--- config.mk ---
export PLATFORM = sky130hd
export DESIGN_NAME = scaled_sprite_engine
export DESIGN_NICKNAME = d
export VERILOG_FILES = /design/src/rtl/scaled_sprite_engine.sv
export SDC_FILE = /design/constraint.sdc
export NUM_CORES = 1
export LEC_CHECK = 0
export BUFFER_PORTS_ARGS = -buffer_cell sky130_fd_sc_hd__buf_2
export CORE_MARGIN = 4
export CORE_UTILIZATION = 40
export CTS_CLUSTER_SIZE = 16
export DETAILED_ROUTE_END_ITERATION = 8
export PLACE_DENSITY = 0.66
export SLEW_MARGIN = 20
export SYNTH_ARGS = -nofsm -noshare
export SYNTH_HDL_FRONTEND = slang
export SYNTH_SLANG_ARGS = --single-unit
--- constraint.sdc ---
create_clock -name pixel_clk_in -period 2.8 [get_ports pixel_clk_in]
set_clock_uncertainty 0.05 [all_clocks]
set_input_delay 0.7 -clock pixel_clk_in [delete_from_list [all_inputs] [get_ports pixel_clk_in]]
set_output_delay 0.7 -clock pixel_clk_in [all_outputs]
set_load 0.005 [all_outputs]
--- src/rtl/scaled_sprite_engine.sv ---
// Paletted single-sprite renderer with integer scale, H/V flip, colour-key transparency and
// double-buffered position config. Optional frame animation is enabled with SPRITE_ANIM_EN.
module scaled_sprite_engine #(
  parameter int WIDTH     = 256,
  parameter int HEIGHT    = 256,
  parameter int PAL_DEPTH = 256,
  parameter int TRANS_IDX = 0,
  parameter int FRAMES    = 4,
  parameter int ANIM_DIV  = 8
) (
  input  logic        pixel_clk_in,
  input  logic        rst_n_in,
  input  logic [10:0] hcount_in,
  input  logic [9:0]  vcount_in,
  input  logic        new_frame_in,
  input  logic        cfg_we_in,
  input  logic [10:0] cfg_x_in,
  input  logic [9:0]  cfg_y_in,
  input  logic [1:0]  cfg_scale_in,
  input  logic        cfg_hflip_in,
  input  logic        cfg_vflip_in,
  output logic [7:0]  red_out,
  output logic [7:0]  green_out,
  output logic [7:0]  blue_out,
  output logic        pixel_valid_out
);

  localparam int PAL_W = (PAL_DEPTH > 1) ? $clog2(PAL_DEPTH) : 1;
  localparam int U_W   = (WIDTH > 1) ? $clog2(WIDTH) : 1;
  localparam int V_W   = (HEIGHT > 1) ? $clog2(HEIGHT) : 1;
`ifdef SPRITE_ANIM_EN
  localparam int NUM_FRAMES = FRAMES;
  localparam int FR_W       = (FRAMES > 1) ? $clog2(FRAMES) : 1;
`else
  // Single frame; the animation parameters only shape the animated build.
  localparam int NUM_FRAMES = (FRAMES > 0 && ANIM_DIV > 0) ? 1 : 1;
`endif
  localparam int ROM_DEPTH = NUM_FRAMES * WIDTH * HEIGHT;
  localparam int ADDR_W    = (ROM_DEPTH > 1) ? $clog2(ROM_DEPTH) : 1;

  // Texture ROM content: a fixed generated pattern folded from the texel address.
  function automatic logic [PAL_W-1:0] rom_lookup(input logic [ADDR_W-1:0] a);
    logic [31:0] w;
    w = 32'(a);
    return PAL_W'(w[7:0] ^ w[15:8] ^ w[23:16] ^ w[31:24]);
  endfunction

  function automatic logic [23:0] pal_lookup(input logic [PAL_W-1:0] i);
    logic [7:0] e;
    e = 8'(i);
    return {e, ~e, e[3:0], e[7:4]};
  endfunction

  logic [10:0] x_pend, x_act;
  logic [9:0]  y_pend, y_act;
  logic [1:0]  scale_pend, scale_act;
  logic        hflip_pend, hflip_act, vflip_pend, vflip_act;

  always_ff @(posedge pixel_clk_in or negedge rst_n_in) begin
    if (!rst_n_in) begin
      x_pend     <= '0;
      y_pend     <= '0;
      scale_pend <= '0;
      hflip_pend <= 1'b0;
      vflip_pend <= 1'b0;
      x_act      <= '0;
      y_act      <= '0;
      scale_act  <= '0;
      hflip_act  <= 1'b0;
      vflip_act  <= 1'b0;
    end else begin
      // A write coinciding with the swap lands in pending only; active takes the old pending.
      if (new_frame_in) begin
        x_act     <= x_pend;
        y_act     <= y_pend;
        scale_act <= scale_pend;
        hflip_act <= hflip_pend;
        vflip_act <= vflip_pend;
      end
      if (cfg_we_in) begin
        x_pend     <= cfg_x_in;
        y_pend     <= cfg_y_in;
        scale_pend <= cfg_scale_in;
        hflip_pend <= cfg_hflip_in;
        vflip_pend <= cfg_vflip_in;
      end
    end
  end

`ifdef SPRITE_ANIM_EN
  logic [7:0]      div_cnt;
  logic [FR_W-1:0] frame_idx;

  always_ff @(posedge pixel_clk_in or negedge rst_n_in) begin
    if (!rst_n_in) begin
      div_cnt   <= '0;
      frame_idx <= '0;
    end else if (new_frame_in) begin
      if (div_cnt == 8'(ANIM_DIV - 1)) begin
        div_cnt   <= '0;
        frame_idx <= (frame_idx == FR_W'(FRAMES - 1)) ? '0 : frame_idx + FR_W'(1);
      end else begin
        div_cnt <= div_cnt + 8'd1;
      end
    end
  end
`endif

  logic signed [13:0] dx, dy;
  int                 w_lim, h_lim, frame_base;
  logic [U_W-1:0]     u_raw, u_tex;
  logic [V_W-1:0]     v_raw, v_tex;
  logic               hit_next;
  logic [ADDR_W-1:0]  addr_next;

  always_comb begin
    dx = $signed({3'b000, hcount_in}) - $signed({3'b000, x_act});
    dy = $signed({4'b0000, vcount_in}) - $signed({4'b0000, y_act});
    w_lim = WIDTH << scale_act;
    h_lim = HEIGHT << scale_act;
    // Negative offsets are misses, so the sprite clips at the screen edges instead of wrapping.
    hit_next = (dx >= 0) && (int'(dx) < w_lim) && (dy >= 0) && (int'(dy) < h_lim);
    u_raw = U_W'($unsigned(dx) >> scale_act);
    v_raw = V_W'($unsigned(dy) >> scale_act);
    u_tex = hflip_act ? U_W'(WIDTH - 1) - u_raw : u_raw;
    v_tex = vflip_act ? V_W'(HEIGHT - 1) - v_raw : v_raw;
`ifdef SPRITE_ANIM_EN
    frame_base = int'(frame_idx) * WIDTH * HEIGHT;
`else
    frame_base = 0;
`endif
    addr_next = ADDR_W'(frame_base + int'(v_tex) * WIDTH + int'(u_tex));
  end

  logic [ADDR_W-1:0] addr_s1;
  logic [PAL_W-1:0]  img_q1, img_q2;
  logic [23:0]       pal_q1, pal_q2;
  logic              hit_s1, hit_s2, hit_s3, hit_s4, hit_s5;
  logic              trans_s4, trans_s5;

  // Memory data path; only the flags need reset so a flushed pipeline emits nothing.
  always_ff @(posedge pixel_clk_in) begin
    addr_s1 <= addr_next;
    img_q1  <= rom_lookup(addr_s1);
    img_q2  <= img_q1;
    pal_q1  <= pal_lookup(img_q2);
    pal_q2  <= pal_q1;
  end

  always_ff @(posedge pixel_clk_in or negedge rst_n_in) begin
    if (!rst_n_in) begin
      hit_s1   <= 1'b0;
      hit_s2   <= 1'b0;
      hit_s3   <= 1'b0;
      hit_s4   <= 1'b0;
      hit_s5   <= 1'b0;
      trans_s4 <= 1'b0;
      trans_s5 <= 1'b0;
    end else begin
      hit_s1   <= hit_next;
      hit_s2   <= hit_s1;
      hit_s3   <= hit_s2;
      hit_s4   <= hit_s3;
      hit_s5   <= hit_s4;
      trans_s4 <= (img_q2 == PAL_W'(TRANS_IDX));
      trans_s5 <= trans_s4;
    end
  end

  assign pixel_valid_out = hit_s5 & ~trans_s5;
  assign red_out         = pixel_valid_out ? pal_q2[23:16] : 8'h00;
  assign green_out       = pixel_valid_out ? pal_q2[15:8]  : 8'h00;
  assign blue_out        = pixel_valid_out ? pal_q2[7:0]   : 8'h00;

endmodule
==> After elaboration in Yosys (flattened, before gate mapping) <==
Index checks and enable logic that the tools add are counted.
{ "classes": {"add_sub_neg": 5, "bitwise_logic": 4, "n_shift": 3, "n_lt_le_gt_ge": 4, "muxes": 5, "reduce_logical": 4} }
{ "op_table": {"columns": ["cell", "count"], "rows": [
  ["$mux 8", 5],
  ["$lt 11x32->1", 1],
  ["$lt 12x32->1", 1],
  ["$shl 9x2->32 const A", 1],
  ["$shr 14x2->8", 2],
  ["$add 16x8->16", 1],
  ["$sub 8x8->8 const A", 2],
  ["$ge 12x1->1 const B", 1],
  ["$sub 11x11->12", 1],
  ["$ge 11x1->1 const B", 1],
  ["$sub 10x10->11", 1],
  ["$logic_not 8->1", 1],
  ["$not 8->8", 1],
  ["$xor 8x8->8", 1],
  ["$logic_and 1x1->1", 3],
  ["$and 1x1->1", 1],
  ["$not 1->1", 1]
]} }
{ "word_totals": {"out_inout_bits": 25, "register_bits": 137, "word_cells": 47, "in_bits": 50} }

==> Logic depth before layout (Yosys ltp) <==
Gate-level depths: netlist of run 1.
{ "depth": {"word_depth": 5, "ltp_mapped": 15, "mapped_depth_nobuf": 15} }

==> Least setup slack after synthesis of run 1 <==
OpenSTA, ideal clock, no wires.
{ "synth_path": {"kind": "input-to-reg", "from": "input vcount_in[0]", "to": "register hit_s1", "required_time_ns": 2.685, "setup_ns": 0.065, "n_path_buf": 0, "path_stages": 15, "arrival_ns": 3.097, "setup_slack_ns": -0.411, "path_cell_list": "inv_1 -> ha_1 -> inv_1 -> fa_1 -> a211oi_1 -> or2_1 -> a22oi_2 -> xor2_1 -> ha_1 -> o21a_1 -> o21a_1 -> o21ai_0 -> nand2_1 -> a211oi_1 -> o21a_1"} }
{ "synth_via": {"elab_chain_cells": 4, "word_cells_on_any_way": 5, "cone_classes": "add/sub (1); order compare (2); reduce/logical (2)"} }
{ "synth_rtl": {"columns": ["element", "line_no", "text"], "rows": [
  ["start, declared", "14", "input logic [9:0] vcount_in,"],
  ["$sub 10x10->11 *", "118", "dy = $signed({4'b0000, vcount_in}) - $signed({4'b0000, y_act});"],
  ["branches (longest 2 deep; another with $lt 11x32->1)", null, null],
  ["$logic_and 1x1->1 *", "122", "hit_next = (dx >= 0) && (int'(dx) < w_lim) && (dy >= 0) && (int'(dy) < h_lim);"],
  ["net hit_next", "113", "logic hit_next;"],
  ["end signal, assigned", "160", "hit_s1 <= hit_next;"],
  ["end, declared", "138", "logic hit_s1, hit_s2, hit_s3, hit_s4, hit_s5;"]
]} }
Mark *: on every way through the listed nets, which the timed path passes.
A chain may end at the register's enable or synchronous reset.

==> Worst setup path after layout of run 1 <==
Same ends and word-level chain as after synthesis.

==> results of run 1 <==
==> cell type report <==
| type | count | area (µm²) |
|---|---|---|
| inverter | 41 | 153.9 |
| multi-input combinational | 293 | 2371 |
| clock buffer | 23 | 500.5 |
| tap | 172 | 215.2 |
| clock inverter | 9 | 86.33 |
| timing repair buffer | 122 | 743.2 |
| fill | 1143 | 6047 |
| sequential | 121 | 2708 |
==> critical path, cell delays in order <==
cell      delay, ns
buf_2          0.11
inv_2          0.04
ha_2           0.17
inv_2          0.04
fa_2           0.35
a211oi_2       0.22
or2_1          0.18
a22oi_2        0.10
xor2_2         0.18
ha_1           0.31
o21a_1         0.20
o21a_1         0.18
o21ai_2        0.11
nand2_1        0.07
a211oi_2       0.15
o21a_1         0.14
==> metal layers <==
| metal | up-vias | wire length (µm) | global-route usage [%] |
|---|---|---|---|
| li1 | 1871 | - | - |
| met1 | 1736 | 4316 | 17.30 |
| met2 | 96 | 4672 | 23.55 |
| met3 | 18 | 600 | 4.437 |
| met4 | 0 | 170 | 6.021 |
| met5 | - | 0 | 0 |
==> synth_stat cells, drive strengths merged (5+ instances only) <==
cell type | count | area, µm²
clkbuf | 14 | 52.55
nor2 | 20 | 75.07
nand2 | 30 | 112.6
mux2 | 31 | 349.1
buf | 11 | 72.57
a21oi | 11 | 58.81
mux2i | 5 | 50.05
dfrtp | 57 | 1426
dfxtp | 64 | 1281
ha | 28 | 350.3
o21a | 8 | 60.06
mux4 | 8 | 180.2
a211oi | 7 | 52.55
nor2b | 5 | 31.28
and2 | 18 | 112.6
inv | 41 | 153.9
xnor2 | 6 | 52.55
xor2 | 29 | 254.0
o21ai | 33 | 165.1
==> cells in the final DEF (no fill, tap or decap), types with 2 or more instances in the layout <==
master / netlist / final
xor2_1: 29 / 28
a22oi_1: 2 / 2
o21ai_0: 30 / 29
nand3_1: 3 / 3
clkinv_2: 0 / 3
mux4_2: 8 / 8
mux2i_1: 5 / 5
nand2_1: 30 / 30
nor2_1: 20 / 19
dfxtp_1: 64 / 64
and3_1: 3 / 3
nand4_1: 3 / 3
o21a_1: 8 / 8
buf_4: 8 / 47
inv_1: 41 / 39
clkinvlp_4: 0 / 2
o31ai_1: 2 / 2
inv_2: 0 / 2
o21ai_1: 3 / 3
ha_1: 28 / 27
clkinv_4: 0 / 2
a21oi_1: 10 / 9
a211oi_2: 0 / 2
nor3_1: 2 / 2
nand2b_1: 4 / 4
xnor2_1: 6 / 6
nor2b_1: 5 / 5
a21oi_2: 1 / 2
o211ai_1: 4 / 4
a21o_1: 2 / 2
clkbuf_1: 14 / 3
buf_2: 1 / 74
and2_1: 18 / 18
mux2_2: 31 / 31
or2_1: 2 / 2
clkbuf_16: 0 / 19
a211oi_1: 7 / 5
dfrtp_1: 57 / 57
a31o_1: 2 / 2
==> flip-flops by register name (all words and copies together), names as in the netlist, 2 cells and up <==
signal,cells
pal_q2,16
x_pend,11
x_act,11
y_act,10
pal_q1,16
addr_s1,16
y_pend,10
img_q1,8
scale_act,2
scale_pend,2
img_q2,8
==> how the worst max path moves through the flow <==
stage                      start               end  cells past startpoint
finish              vcount_in[0]  hit_s1$_DFF_PN0_                     16
detailed placement  vcount_in[0]  hit_s1$_DFF_PN0_                     16
global route        vcount_in[0]  hit_s1$_DFF_PN0_                     16
global placement    vcount_in[0]  hit_s1$_DFF_PN0_                     16
CTS                 vcount_in[0]  hit_s1$_DFF_PN0_                     16
floorplan           vcount_in[0]  hit_s1$_DFF_PN0_                     15
==> where the power goes <==
part	leakage (nW)	total, mW	switching (mW)	internal [mW]
Clock	0.284	2.10	0.754	1.35
Combinational	1.70	1.37	0.650	0.717
Sequential	1.23	2.52	0.193	2.33
Total	3.22	5.99	1.60	4.39
==> logic make-up (layout without fill, tap and decap cells) <==
| logic type | Yosys count | after routing |
|---|---|---|
| fa+ha+maj | 31 | 31 |
| simple gates | 97 | 97 |
| mux | 44 | 44 |
| xor+xnor | 35 | 35 |
| buf+inv | 66 | 195 |
| compound gates | 86 | 86 |
| flops | 121 | 121 |
==> metrics by stage <==
| step | area, µm² | instances | hold WS [ns] | power (mW) |
|---|---|---|---|---|
| after floorplan | 5333 | 480 | 0.2596 | 3.423 |
| after global placement | 6136 | 745 | 0.2604 | 3.825 |
| after detailed placement | 6136 | 745 | 0.2621 | 3.894 |
| after CTS | 6750 | 779 | 0.2222 | 6.041 |
| after global routing | 6778 | 781 | 0.2422 | 6.371 |
| final | 6778 | 781 | 0.2233 | 5.988 |
==> what timing repair did <==
item,in CTS,in global routing
endpoints found under the hold margin,0,0
pin swaps,3,4
resized for setup,3,6
buffers inserted,2,2
endpoints found under the setup margin,1,3
gates cloned,0,0
==> results.md, run 1 <==
* Post-Synthesis Cells at 480
* Router iterations before antenna repair at 4
* Largest family of logic cells by synthesized area: multiplexers
* Vias in the first global route at 3,775
* Slew Limit Fails at 0
* Vias at 3,721
* Layout cell share with drive strength beyond 1 at 33.83%
* Status: finished, violations left
* Core box area at 0.01282 mm²
* Root buf cell: clkbuf_16
* Clk_lat worst skew at 0.41 ns
* H-tree levels at 4
* Rel. slew slack at 53.63%
* RSZ-0062 raised after global routing: true
* CTS sink cnt at 121
* HPWL after DPL at 7.320 mm
* Worst-path maximum fanout at 4
* Initial antenna violation count at 0
* Ant. Diodes at 0
* Placer Congestion at 0.8441
* Max Freq at 340.5 MHz
* Post-Syn Area at 0.005318 mm²
* VDD IR max at 0.0005804 V
* Min-Delay Path Class: in -> async
* CTS tree: done
* Crit path capture type: flip-flop
* Worst r2r src: y_act[0]$_DFFE_PN0P_
* GRT overflow at 0
* Post-synthesis sequential area ratio at 50.92%
* # rows at 41
* Top Ports at 75
* Post-synthesis xor/xnor area fraction at 5.765%
* Initial DRC count at 180
* Tmin final at 2.937 ns
* Area Growth Syn to Fin at 27.46%
* Setup Crit Path Kind: in -> reg
* Initial Util at 41.46%
* Cell Pwr Density at 883.5 mW/mm²
* Post-DRT Antenna Nets at 0
* Die width at 123.3 µm
* Cell count of the worst reg-to-reg path at 14
* Simple-Gate Fraction of Synth Area at 9.129%
* Final setup violating endpoints at 1
* Reg clk slew, reported paths at 0.06 ns
* DIE AREA at 0.01520 mm²
* Critical register-to-register path endpoint: hit_s1$_DFF_PN0_
* Post-Synth Adder-Cell Area at 7.529%
* Crit path required time at 3.10 ns
* Fin worst setup slack at -0.1365 ns
* Largest net degree at the start of global routing at 58
* Clock Path Buffers at 2
* Max-Cap Viols at 0
* Yosys warns at 0
* Post-Syn Nets at 560
* Final hold violations at 0
* Routed WL per cell at 12.50 µm
* Final nets at 676
* Least-Margin Pin Slew at 0.6941 ns
* Mux share of post-synthesis cell area at 10.89%
* LEAKAGE at 3.218 nW
* First-pass GRT wire length at 16.88 mm
* Startpoint types: input pin
* Avg Inst Size Synth at 11.08 µm²
* TNS Setup at -0.1365 ns
* Drt total wl at 9.759 mm
* DRC viols at 0
* CTS Hold Buffers Added at 0
* Primary FF master, synth: dfxtp_1
* Violated checks: setup timing
* Final core occ at 52.85%
* Compound-gate portion of the synthesized area at 10.52%
* Asr flop ratio synth at 47.11%
* Die Height at 123.3 µm
* Port buffer count at 74
* Synth Register Bits at 121
* CTS buffer count at 17
* Placement Setup Slack at -0.6937 ns
* Library cells used by synthesis at 58
* EDFF count, synth at 0
* GRT Util Overall at 14.28%
* WP data arrival at 3.23 ns
* Fin crit share at 104.9%
* Avg Vias per Cell at 4.764
* R2R setup slack at -0.06 ns
Power figures use the tool's default switching activity.
==> run 2: changes to the inputs <==
- CORE_UTILIZATION: 40 -> 51
- PLACE_DENSITY: 0.66 -> 0.8
- TNS_END_PERCENT: unset -> 1
==> run 2 against run 1 <==
  * Flip-flop and latch count unchanged
  * Clock power barely moved
  * The flow still finishes with violations (setup timing)
  * Highest routed layer unchanged
  * First-iteration DRC count shrank 6.7%
  * Count of clock-buffer cells in the layout decreased by 3
  * Via count up 2.1%
  * Critical path type is now reg -> reg
  * Sequential share of layout area grew 0.40 points
  * Critical endpoint unchanged
  * Cell area shrank 1.0%
  * Hold slack better by 0.053 ns
==> results.md, run 2 (synthesis gave the netlist of run 1 again) <==
* Status: finished, violations left
* Violated checks: setup timing
* Die width at 110.1 µm
* Placer Congestion at 0.8568
* Reg power frac at 42.1%
* Core box area at 0.01023 mm²
* Initial Util at 51.98%
* VDD IR max at 0.0004650 V
* Reg clk slew, reported paths at 0.06 ns
* Least-Margin Pin Slew at 0.7317 ns
* Switching share of power at 28.12%
* Setup Crit Path Kind: reg -> reg
* R2R setup slack at -0.13 ns
* Min-Delay Path Class: reg -> reg
* Fin worst setup slack at -0.1265 ns
* Most frequent cells in the layout: buf_2 (74), dfxtp_1 (64), dfrtp_1 (57), buf_4 (46), inv_1 (39)
* Initial antenna violation count at 0
* Critical register-to-register path endpoint: hit_s1$_DFF_PN0_
* Crit path from: y_act[0]$_DFFE_PN0P_
* Crit path required time at 3.20 ns
* HPWL after DPL at 7.692 mm
* LEAKAGE at 3.215 nW
* Vias in the first global route at 3,818
* Top Ports at 75
* Max Freq at 341.7 MHz
* Placed insts at 709
* Routed WL per cell at 13.97 µm
* CTS buffer count at 17
* Final nets at 675
* Slew Limit Fails at 0
* Clock share of power at 35.4%
* Tmin final at 2.927 ns
* Port buffer count at 74
* First-pass GRT wire length at 17.29 mm
* Clock Path Buffers at 2
* # rows at 37
* Final setup violating endpoints at 1
* Commonest non-fill, non-tap cell in the layout: buf_2
* P_sw at 1.693 mW
* Cell Area, Placed at 0.006071 mm²
* Vias at 3,798
* Rel. slew slack at 51.12%
* Clk_lat worst skew at 0.51 ns
* Worst r2r src: y_act[0]$_DFFE_PN0P_
* Top flop regs: addr_s1 (16), pal_q1 (16), pal_q2 (16)
* Cell count of the worst reg-to-reg path at 14
* P_int at 4.327 mW
* Startpoint types: flip-flop
* Placement Setup Slack at -0.6279 ns
* Crit path capture type: flip-flop
* CTS sink cnt at 121
* DIE AREA at 0.01212 mm²
* Ant. Diodes at 0
* Post-DRT Antenna Nets at 0
* GRT overflow at 0
* Drt total wl at 10.40 mm
* Avg Vias per Cell at 5.105
* Layout cell share with drive strength beyond 1 at 33.55%
* Area Growth Syn to Fin at 26.19%
* Initial DRC count at 168
* Final hold violations at 0
* Die Height at 110.1 µm
* CTS tree: done
* H-tree levels at 4
* Crit path cell chain: ha_2 > inv_2 > fa_2 > a211oi_2 > or2_1 > a22oi_2 > xor2_2 > ha_1 > o21a_1 > o21a_1 > o21ai_2 > nand2_1 > a211oi_2 > o21a_1
* RSZ-0062 raised after global routing: true
* DRC viols at 0
* Comb power frac at 22.5%
* Worst-path maximum fanout at 4
* Root buf cell: clkbuf_8
* Non-Filler Instances at 744
* Final Cell Area at 0.006710 mm²
* Max-Cap Viols at 0
* WP data arrival at 3.33 ns
* Router iterations before antenna repair at 4
* Fin crit share at 104.5%
* Critical path capture point: hit_s1$_DFF_PN0_
* Most Frequent Cell on Critical Path: o21a_1
* Cell Pwr Density at 897.2 mW/mm²
* Crit path largest cell delay at 0.39 ns
* Largest net degree at the start of global routing at 29
* Slowest cell on crit path: dfrtp_1
* WHS at 0.2764 ns
* GRT Util Overall at 18.52%
## run 2: cell types whose count changed in the layout (fill, tap and decap cells not counted), sizes merged
cell,change
buf,-2
clkinv,-2
clkbuf,-3
inv,+7
clkinvlp,-2
dlygate4sd3,+1
## run 2: what timing repair did
action,in CTS,in global routing
cloned,0,0
resized for setup,4,4
pin swaps,3,5
hold endpoints to repair,11,0
hold buffers,1,0
buffers inserted,1,1
endpoints found under the setup margin,1,2
## run 2: worst min-delay path by stage
stage | startpoint | to | cells past startpoint
CTS | pal_q1[12]$_DFF_P_ | pal_q2[12]$_DFF_P_ | 0
global route | pal_q1[3]$_DFF_P_ | pal_q2[3]$_DFF_P_ | 0
floorplan | img_q1[0]$_DFF_P_ | img_q2[0]$_DFF_P_ | 0
detailed placement | pal_q1[12]$_DFF_P_ | pal_q2[12]$_DFF_P_ | 0
finish | pal_q1[13]$_DFF_P_ | pal_q2[13]$_DFF_P_ | 0
global placement | pal_q1[17]$_DFF_P_ | pal_q2[17]$_DFF_P_ | 0
## run 2: cell type report
type	count	area, µm²
Tap cell	136	170.2
Inverter	41	153.9
Multi-Input combinational cell	293	2361
Clock buffer	20	467.9
Clock inverter	12	123.9
Fill cell	776	3521
Sequential cell	121	2708
Timing Repair Buffer	121	725.7
## run 2: power groups by stage
stage	Combinational [mW]	Sequential [mW]	Clock (mW)
finish	1.35	2.54	2.13
global route	1.52	2.59	2.25
CTS	1.35	2.55	2.17
detailed placement	1.32	2.57	0
global placement	1.27	2.53	0
floorplan	0.942	2.48	0
## run 2: per-layer routing
metal	track usage (%)	wire length (µm)	up-vias
li1	-	-	1860
met1	21.67	4357	1815
met2	32.50	5302	98
met3	4.601	485	25
met4	7.476	251	0
met5	0	0	-
## run 2: stage by stage
step | util [%] | total power, mW | setup TNS, ns
floorplan | - | 3.420 | -0.3713
global placement | 59.34 | 3.796 | -1.809
detailed placement | 59.34 | 3.891 | -2.507
CTS | 65.37 | 6.069 | -0.08687
global route | 65.59 | 6.362 | -0.2606
finish | 65.59 | 6.020 | -0.1265
## run 2: worst max-delay path: cells and delay by family (launching register included)
kind	cells	cell delay [ns]
AND/OR/NAND/NOR	2	0.24
buffers and inverters	1	0.04
flip-flops	1	0.39
XOR/XNOR	1	0.18
adder cells (fa/ha/maj)	3	0.86
AO/OA/AOI/OAI	7	1.12
==> run 3: changes to the inputs <==
- CELL_PAD_IN_SITES_DETAIL_PLACEMENT: unset -> 0
- CELL_PAD_IN_SITES_GLOBAL_PLACEMENT: unset -> 1
- CORE_UTILIZATION: 51 -> 41
- PLACE_DENSITY: 0.8 -> 0.81
==> run 3 against run 2 <==
  * The run still ends with setup timing left
  * Critical path depth is 2 higher
  * Critical endpoint unchanged
  * Fmax is 1.9% lower
  * Critical path type is now in -> reg
  * Combinational power hardly changed
  * Die area is 23% higher
  * Cell area is 0.22% lower
  * Wire length is 5.5% lower
  * First-iteration DRC count is 4.8% lower
  * Hold slack worse by 0.0039 ns
  * Global-route usage is 4.1 points lower
  * Cell count is 4.6% higher
  * Flip-flop and latch count stayed put
  * Worst setup slack worse by 0.058 ns
==> results.md, run 3 (synthesis gave the netlist of run 1 again) <==
* Status: finished, violations left
* Violated checks: setup timing
* Initial DRC count at 160
* Final hold violations at 0
* Final core occ at 52.84%
* Clock Path Buffers at 2
* Crit path required time at 3.10 ns
* Placer Congestion at 0.8461
* Worst r2r src: y_act[1]$_DFFE_PN0P_
* Die width at 121.9 µm
* Hold_sp: pal_q1[17]$_DFF_P_
* Routed WL per cell at 12.63 µm
* Crit path capture type: flip-flop
* Die Height at 121.9 µm
* TNS Setup at -0.1844 ns
* DRC viols at 0
* Clk_lat worst skew at 0.41 ns
* Router iterations before antenna repair at 4
* Fin worst setup slack at -0.1844 ns
* Placement Setup Slack at -0.6697 ns
* Rel. slew slack at 50.26%
* Max Freq at 335.1 MHz
* Crit path from: vcount_in[0]
* H-tree levels at 4
* P_int at 4.224 mW
* Crit path largest cell delay at 0.34 ns
* Most frequent cells in the layout: buf_2 (74), dfxtp_1 (64), dfrtp_1 (57), buf_4 (45), inv_1 (41)
* DIE AREA at 0.01486 mm²
* Port buffer count at 74
* Worst-path maximum fanout at 4
* Top flop regs: addr_s1 (16), pal_q1 (16), pal_q2 (16)
* Layout cell share with drive strength beyond 1 at 32.84%
* Final setup violating endpoints at 1
* Reg clk slew, reported paths at 0.05 ns
* Startpoint types: input pin
* Top Ports at 75
* GRT Util Overall at 14.41%
* Initial antenna violation count at 0
* Tmin final at 2.984 ns
* Final nets at 673
* Avg Vias per Cell at 4.688
* Drt total wl at 9.826 mm
* Root buf cell: clkbuf_16
* Core box area at 0.01267 mm²
* Vias in the first global route at 3,675
* Reg power frac at 43.0%
* GRT overflow at 0
* Crit path cell chain: buf_2 > inv_1 > ha_1 > inv_1 > fa_2 > a211oi_2 > or2_1 > a22oi_2 > a21o_1 > a21oi_1 > ha_1 > o21a_1 > o21ai_2 > nand2_1 > a211oi_2 > o21a_1
* CTS tree: done
* Largest net degree at the start of global routing at 46
* CTS sink cnt at 121
* Comb power frac at 22.9%
* Post-DRT Antenna Nets at 0
* CTS buffer count at 17
* # rows at 41
* Least-Margin Pin Slew at 0.7462 ns
* Commonest non-fill, non-tap cell in the layout: buf_2
* P_sw at 1.620 mW
* Vias at 3,647
* Min-Delay Path Class: reg -> reg
* First-pass GRT wire length at 16.70 mm
* Fin crit share at 106.6%
* Cell Pwr Density at 872.9 mW/mm²
* Clock share of power at 34.1%
* LEAKAGE at 3.190 nW
* RSZ-0062 raised after global routing: true
* Switching share of power at 27.72%
* Crit path buf inv count at 3
* Ant. Diodes at 0
* WP data arrival at 3.28 ns
* Max-Cap Viols at 0
* Slew Limit Fails at 0
* Initial Util at 41.97%
* Setup Crit Path Kind: in -> reg
* Slowest cell on crit path: fa_2
* VDD IR max at 0.0005724 V
* CP top delay family: compound AO/OA/AOI/OAI gates
* Area Growth Syn to Fin at 25.91%
* Total power at 5.844 mW
* HPWL after DPL at 7.438 mm
## run 3: cell count changes in the layout (fill, tap and decap cells not counted), moves of 2 or more
| cell | delta |
|---|---|
| clkbuf_8 | +2 |
| clkinvlp_4 | +2 |
| inv_1 | +2 |
| inv_2 | -2 |
| inv_6 | -3 |
## run 3: layout make-up
class,count,area [µm²]
inverters,41,153.9
repair buffers,119,708.2
well taps,172,215.2
fillers,1131,5976
flip-flops and latches,121,2708
multi-input cells,293,2355
clock inverters,11,85.08
clock buffers,21,470.5
## run 3: power by group through the flow
stage | clock network [mW] | registers, mW | logic (mW)
2_1_floorplan | 0 | 2.48 | 0.942
5_1_grt | 2.13 | 2.59 | 1.49
3_3_place_gp | 0 | 2.53 | 1.28
3_5_place_dp | 0 | 2.56 | 1.31
6_report | 1.99 | 2.51 | 1.34
4_1_cts | 2.05 | 2.53 | 1.33
## run 3: timing repair
action	CTS	global route
resized for setup	2	2
hold buffers	0	0
pin swaps	3	2
endpoints found under the setup margin	1	2
buffers inserted	2	1
## run 3: per-stage QoR
stage          cell area (µm²)  hold slack, ns  cells
2_1_floorplan             5325          0.2596    480
3_3_place_gp              6101          0.2604    743
3_5_place_dp              6101          0.2621    743
4_1_cts                   6676          0.2707    777
5_1_grt                   6695          0.2771    778
6_report                  6695          0.2725    778
## run 3: layer usage
metal / up-vias / track usage [%] / routed length, µm
li1: 1864 / - / -
met1: 1680 / 17.80 / 4474
met2: 91 / 23.24 / 4676
met3: 12 / 4.643 / 542
met4: 0 / 6.162 / 133
met5: - / 0 / 0
## run 3: worst paths after layout
kind                                            endpoint  slack (ns)  depth (start not counted)
min in group asynchronous          x_pend[5]$_DFFE_PN0P_        0.30                          1
worst min-delay path                  pal_q2[17]$_DFF_P_        0.27                          0
worst min register to register        pal_q2[17]$_DFF_P_        0.27                          0
worst max-delay path                    hit_s1$_DFF_PN0_       -0.18                         16
worst max register to register          hit_s1$_DFF_PN0_       -0.13                         14
max in group asynchronous       scale_act[0]$_DFFE_PN0P_        1.74                          2
## run 3: worst register-to-register path, stage by stage, from the launching register on
cell and delay, ns:
dfrtp_1 0.35, inv_1 0.13, ha_1 0.25, nor2b_1 0.15, o31a_1 0.27, o211ai_1 0.15, and3_1 0.23, xnor2_1 0.18
ha_1 0.28, o21a_1 0.11, o21a_1 0.17, o21ai_2 0.12, nand2_1 0.09, a211oi_2 0.19, o21a_1 0.16
